--- src/rtl/pwm_mask_event_ctrl_pkg.sv ---
// Shared PWM types: run state, mask slot source and mask-event FSM encoding,
// plus the helper that turns carrier events into a qualifying event.
package PKG_pwm;

  typedef enum logic {
    PWM_OFF = 1'b0,
    PWM_ON  = 1'b1
  } _pwm_onoff;

  typedef enum logic [1:0] {
    MASK_NONE   = 2'd0,
    MASK_ZERO   = 2'd1,
    MASK_PERIOD = 2'd2,
    MASK_BOTH   = 2'd3
  } _mask_mode;

  typedef enum logic {
    MFSM_OFF = 1'b0,
    MFSM_RUN = 1'b1
  } _mask_fsm;

  // Coincident zero/period pulses in MASK_BOTH collapse into one event.
  function automatic logic mask_qualify(input _mask_mode mode,
                                        input logic      ev_zero,
                                        input logic      ev_period);
    logic q;
    q = 1'b0;
    case (mode)
      MASK_ZERO:   q = ev_zero;
      MASK_PERIOD: q = ev_period;
      MASK_BOTH:   q = ev_zero | ev_period;
      default:     q = 1'b0;
    endcase
    return q;
  endfunction

endpackage

--- src/rtl/pwm_mask_event_ctrl_slot_counter.sv ---
// Decimating slot counter: a slot is a qualifying event seen while the count is 0;
// each slot reloads mask_skip, other events count down without wrapping.
import PKG_pwm::*;

module pwm_slot_counter #(
  parameter int SKIP_WIDTH = 4
) (
  input  logic                  clk,
  input  logic                  reset_n,
  input  logic                  run,
  input  logic                  load,
  input  logic                  q,
  input  logic [SKIP_WIDTH-1:0] mask_skip,
  output logic                  slot,
  output logic [SKIP_WIDTH-1:0] slot_cnt
);

  assign slot = run & q & (slot_cnt == '0);

  // mask_skip is sampled only on load or reload, so mid-run changes wait for the next slot.
  always_ff @(posedge clk or negedge reset_n) begin
    if (!reset_n) begin
      slot_cnt <= '0;
    end else if (load) begin
      slot_cnt <= mask_skip;
    end else if (!run) begin
      slot_cnt <= '0;
    end else if (q) begin
      if (slot_cnt == '0) slot_cnt <= mask_skip;
      else                slot_cnt <= slot_cnt - 1'b1;
    end
  end

endmodule

--- src/rtl/pwm_mask_event_ctrl.sv ---
// Shadow-register update sequencer: turns qualified carrier slots and software
// requests into a single registered maskevent strobe with req/ack bookkeeping.
import PKG_pwm::*;

module pwm_mask_event_ctrl #(
  parameter int SKIP_WIDTH  = 4,
  parameter int AUTO_UPDATE = 0
) (
  input  logic                  clk,
  input  logic                  reset_n,
  input  _pwm_onoff             pwm_onoff,
  input  _mask_mode             mask_mode,
  input  logic [SKIP_WIDTH-1:0] mask_skip,
  input  logic                  evt_zero,
  input  logic                  evt_period,
  input  logic                  upd_req,
  input  logic                  force_upd,
  output logic                  maskevent,
  output logic                  upd_pending,
  output logic                  upd_ack,
  output logic [SKIP_WIDTH-1:0] slot_cnt,
  output _mask_fsm              fsm_state
);

  // Handshake: upd_req is a one-cycle request; upd_pending holds it until a commit,
  // and upd_ack pulses for exactly one cycle when that held request is retired.

  localparam logic AUTO_ON = (AUTO_UPDATE != 0);

  _mask_fsm state;
  logic     q;
  logic     slot;
  logic     run_active;
  logic     load;
  logic     commit;

  assign q          = mask_qualify(mask_mode, evt_zero, evt_period);
  assign run_active = (state == MFSM_RUN) && (pwm_onoff == PWM_ON);
  assign load       = (state == MFSM_OFF) && (pwm_onoff == PWM_ON);
  assign commit     = run_active & (force_upd | (slot & (AUTO_ON | upd_pending)));
  assign fsm_state  = state;

  pwm_slot_counter #(
    .SKIP_WIDTH(SKIP_WIDTH)
  ) u_slot_counter (
    .clk       (clk),
    .reset_n   (reset_n),
    .run       (run_active),
    .load      (load),
    .q         (q),
    .mask_skip (mask_skip),
    .slot      (slot),
    .slot_cnt  (slot_cnt)
  );

  always_ff @(posedge clk or negedge reset_n) begin
    if (!reset_n) begin
      state       <= MFSM_OFF;
      maskevent   <= 1'b0;
      upd_pending <= 1'b0;
      upd_ack     <= 1'b0;
    end else begin
      case (state)
        MFSM_OFF: begin
          // Shadows are transparent while off, so a request is acknowledged at once.
          maskevent   <= 1'b0;
          upd_pending <= 1'b0;
          upd_ack     <= upd_req;
          if (pwm_onoff == PWM_ON) state <= MFSM_RUN;
        end
        MFSM_RUN: begin
          if (pwm_onoff == PWM_OFF) begin
            state       <= MFSM_OFF;
            maskevent   <= 1'b0;
            upd_ack     <= upd_pending | upd_req;
            upd_pending <= 1'b0;
          end else begin
            // A request arriving with a commit is not covered by it and stays pending.
            maskevent   <= commit;
            upd_ack     <= commit & upd_pending;
            upd_pending <= upd_req | (upd_pending & ~commit);
          end
        end
        default: begin
          state       <= MFSM_OFF;
          maskevent   <= 1'b0;
          upd_pending <= 1'b0;
          upd_ack     <= 1'b0;
        end
      endcase
    end
  end

endmodule

--- config.mk ---
export PLATFORM = sky130hd
export DESIGN_NAME = pwm_mask_event_ctrl
export DESIGN_NICKNAME = d
export VERILOG_FILES = /design/src/rtl/pwm_mask_event_ctrl_pkg.sv /design/src/rtl/pwm_mask_event_ctrl_slot_counter.sv /design/src/rtl/pwm_mask_event_ctrl.sv
export SDC_FILE = /design/constraint.sdc
export NUM_CORES = 1
export LEC_CHECK = 0
export BUFFER_PORTS_ARGS = -buffer_cell sky130_fd_sc_hd__clkbuf_2
export CAP_MARGIN = 30
export CORE_AREA = 2 2 39 41
export CTS_BUF_LIST = sky130_fd_sc_hd__clkbuf_4 sky130_fd_sc_hd__clkbuf_8
export DETAILED_ROUTE_END_ITERATION = 12
export DIE_AREA = 0 0 41 43
export PLACE_DENSITY_LB_ADDON = 0.25
export SYNTH_ARGS = -nofsm -noshare
export SYNTH_HDL_FRONTEND = slang
export SYNTH_SLANG_ARGS = --single-unit
--- constraint.sdc ---
create_clock -name clk -period 1.75 [get_ports clk]
set_input_delay 0.0875 -clock clk [delete_from_list [all_inputs] [get_ports clk]]
set_output_delay 0.0875 -clock clk [all_outputs]
set_load 0.05 [all_outputs]
==> results.tsv <==
metric	value	unit
end_kind	register	
timing.setup.tns	0	ns
clock_path_buffers	2	
cts-htree-levels	1	
antenna_found_initial	0	
die-width	41	um
n_antenna_cell	0	
finalSetupViolCount	0	
rsz0062_at_grt	false	
drtIter0Drc	13	
synth_top_area_share	39.3	%
layoutNonFillerInstCount	94	
post-synth-top-count-cell	dfrtp_1	
p_leak	0.319	nW
cp-start-kind	register	
powerDensity	873	mW/mm2
yosys.area.top_type	dfrtp_1	
ys_ff_latch	8	
synth_commonest_cells	8 x dfrtp_1, 5 x nand2_1, 5 x nor2_1	
syn_area_per_cell	9.43	um2
startpoint	u_slot_counter.slot_cnt[0]$_DFFE_PN0P_	
rows	14	
place_hpwl	879	um
status	completed	
cp_cell_sequence	inv_1 -> ha_1 -> or3b_4 -> nor2_4 -> o21bai_1 -> a32oi_1	
layout_min_cycle_time	1.60	ns
yosysSeqAreaShare	39.3	%
routedWlPerCell	12.3	um
grt_max_degree	12	
synth_xor_area_share	0	%
syn_area	509	um2
place.gp.congestion	0.752	
r2r-start	u_slot_counter.slot_cnt[0]$_DFFE_PN0P_	
ios	21	
insertion_delay	0.26	ns
yosys_warnings	0	
grt_pass1_vias	444	
cts_post_setup_buffers_inserted	0	
synthFlopType	dfrtp_1	
max_stage_delay	0.43	ns
ys_types	27	
synth_top_family_by_area	simple AND/OR/NAND/NOR gates	
reg2reg_depth	6	
fmax	0.627	GHz
ant_nets	0	
synth_edf_count	0	
syn_inst	54	
hold_class	in2reg	
cts_tree	built	
cts_resized	0	
initial_utilization	36.8	%
irDropWorstVdd	449	uV
core	0.00138	mm2
required	1.92	ns
area_growth	31.2	%
cts-root-buf	clkbuf_4	
fillers	134	
min-delay-start	pwm_onoff	
synth.area.top_cells	dfrtp_1 39%, ha_1 4.9%, a22oi_4 4.2%, nand2_1 3.7%, nor2_1 3.7%	
slew_violations	0	
cp.arrival	1.76	ns
wl	1.16	mm
timing.rr.end	upd_ack$_DFF_PN0_	
numClockSinks	8	
grt_overflow	0	
synth_nets	69	
hold_viol_final	0	
synth_compound_area_share	24.1	%
drtPass1Iterations	3	
fin_hold_ws	0.0416	ns
tightest_slew	0.264	ns
relSlewSlack	82.1	%
r2r_slack	0.15	ns
cts.clk_slew.worst_paths	0.06	ns
drc	0	
synthAdderAreaFrac	4.91	%
cts_buffers	3	
io_buffers	20	
crit_type	reg2reg	
synth_mux_area_share	0	%
critPathSlowestCell	dfrtp_2	
crit_buf_inv	1	
period_share	91.2	%
cp_num_cells	6	
crit_path_max_fanout	5	
critical_path.top_delay_family	simple AND/OR/NAND/NOR gates	
crit_path_end	upd_ack$_DFF_PN0_	
via_per_inst	5.28	
finalNetCount	95	
fp.dieH	43	um
placed_cells	90	
async_flop_share	100	%
drv_cap	0	
grt_use_total	15.4	%
die_area	0.00176	mm2
grt_pass1_wl	1.82	mm
vias	496	
finClkSkew	0.00466	ns
synthSimpleGateAreaFrac	28.0	%
final_layout_size_suffix_gt1_share	38.5	%
-- state kept, by name, indices dropped and copies added, names as in the netlist --
name	count
maskevent	1
u_slot_counter.slot_cnt	4
fsm_state	1
upd_ack	1
upd_pending	1
-- worst reg2reg max path, stage by stage, from the launching register on --
cell and delay [ns]:
dfrtp_2 0.43, inv_1 0.10, ha_1 0.19, or3b_4 0.42
nor2_4 0.12, o21bai_1 0.07, a32oi_1 0.19
-- area by class of cell --
| type | instances | area (um2) | area share [%] |
|---|---|---|---|
| clock buffer | 3 | 22.5 | 3.37 |
| inverter | 4 | 15.0 | 2.25 |
| multi-input combinational | 41 | 290 | 43.4 |
| sequential | 8 | 203 | 30.3 |
| tap | 16 | 20.0 | 3.00 |
| timing repair buffer | 22 | 118 | 17.6 |
-- timing repair --
item                                   CTS  global route
hold buffers                             1             0
endpoints found under the hold margin    8             0
setup endpoints to repair                0             0
-- layout by cell type (no fill, tap or decap), types with 2 or more instances in the layout --
cell type,netlist,final
a32oi_1,2,2
a21oi_1,3,3
ha_1,2,2
nor2_1,5,5
nand2_1,5,5
nor4b_1,2,2
nor3_1,2,2
dfrtp_2,0,2
nor3b_1,2,2
nor2b_1,2,2
clkbuf_2,0,20
a31oi_1,2,2
inv_1,4,4
clkbuf_4,0,3
dfrtp_1,8,6
-- metal layers --
layer	GRT usage, %	part of all wire [%]
met5	0	0
met4	2.00	0
met3	9.42	4.8
met2	23.4	51
met1	18.7	44
-- metrics by stage --
stage / worst slack [ns] / power, mW / util, % / instance area (um2)
floorplan: 0.0557 / 0.381 / - / 512
global placement: 0.160 / 0.443 / 45.9 / 636
detailed placement: 0.157 / 0.442 / 45.9 / 636
CTS: 0.144 / 0.590 / 48.3 / 668
global route: 0.0569 / 0.623 / 48.3 / 668
finish: 0.155 / 0.583 / 48.3 / 668
-- how the worst min path moves through the flow --
stage                                                   endpoint  cells past startpoint
after floorplan                              fsm_state$_DFF_PN0_                      0
after global placement    u_slot_counter.slot_cnt[2]$_DFFE_PN0P_                      1
after detailed placement  u_slot_counter.slot_cnt[2]$_DFFE_PN0P_                      1
after CTS                                    fsm_state$_DFF_PN0_                      1
after global routing                         fsm_state$_DFF_PN0_                      1
final                                        fsm_state$_DFF_PN0_                      1
-- cell families (layout without fill, tap and decap cells) --
family                   count (synthesis)  count (layout)
AND/OR/NAND/NOR                         24              24
AO/OA/AOI/OAI                           15              15
flip-flops                               8               8
buffers and inverters                    5              29
adder cells (fa/ha/maj)                  2               2
-- power by group --
| group | total (mW) | internal, mW | leakage (nW) | switching (mW) |
|---|---|---|---|---|
| logic | 0.217 | 0.0799 | 0.205 | 0.137 |
| clock network | 0.142 | 0.0785 | 0.0138 | 0.0636 |
| registers | 0.224 | 0.203 | 0.0995 | 0.0217 |
(Power assumes the default switching activity.)
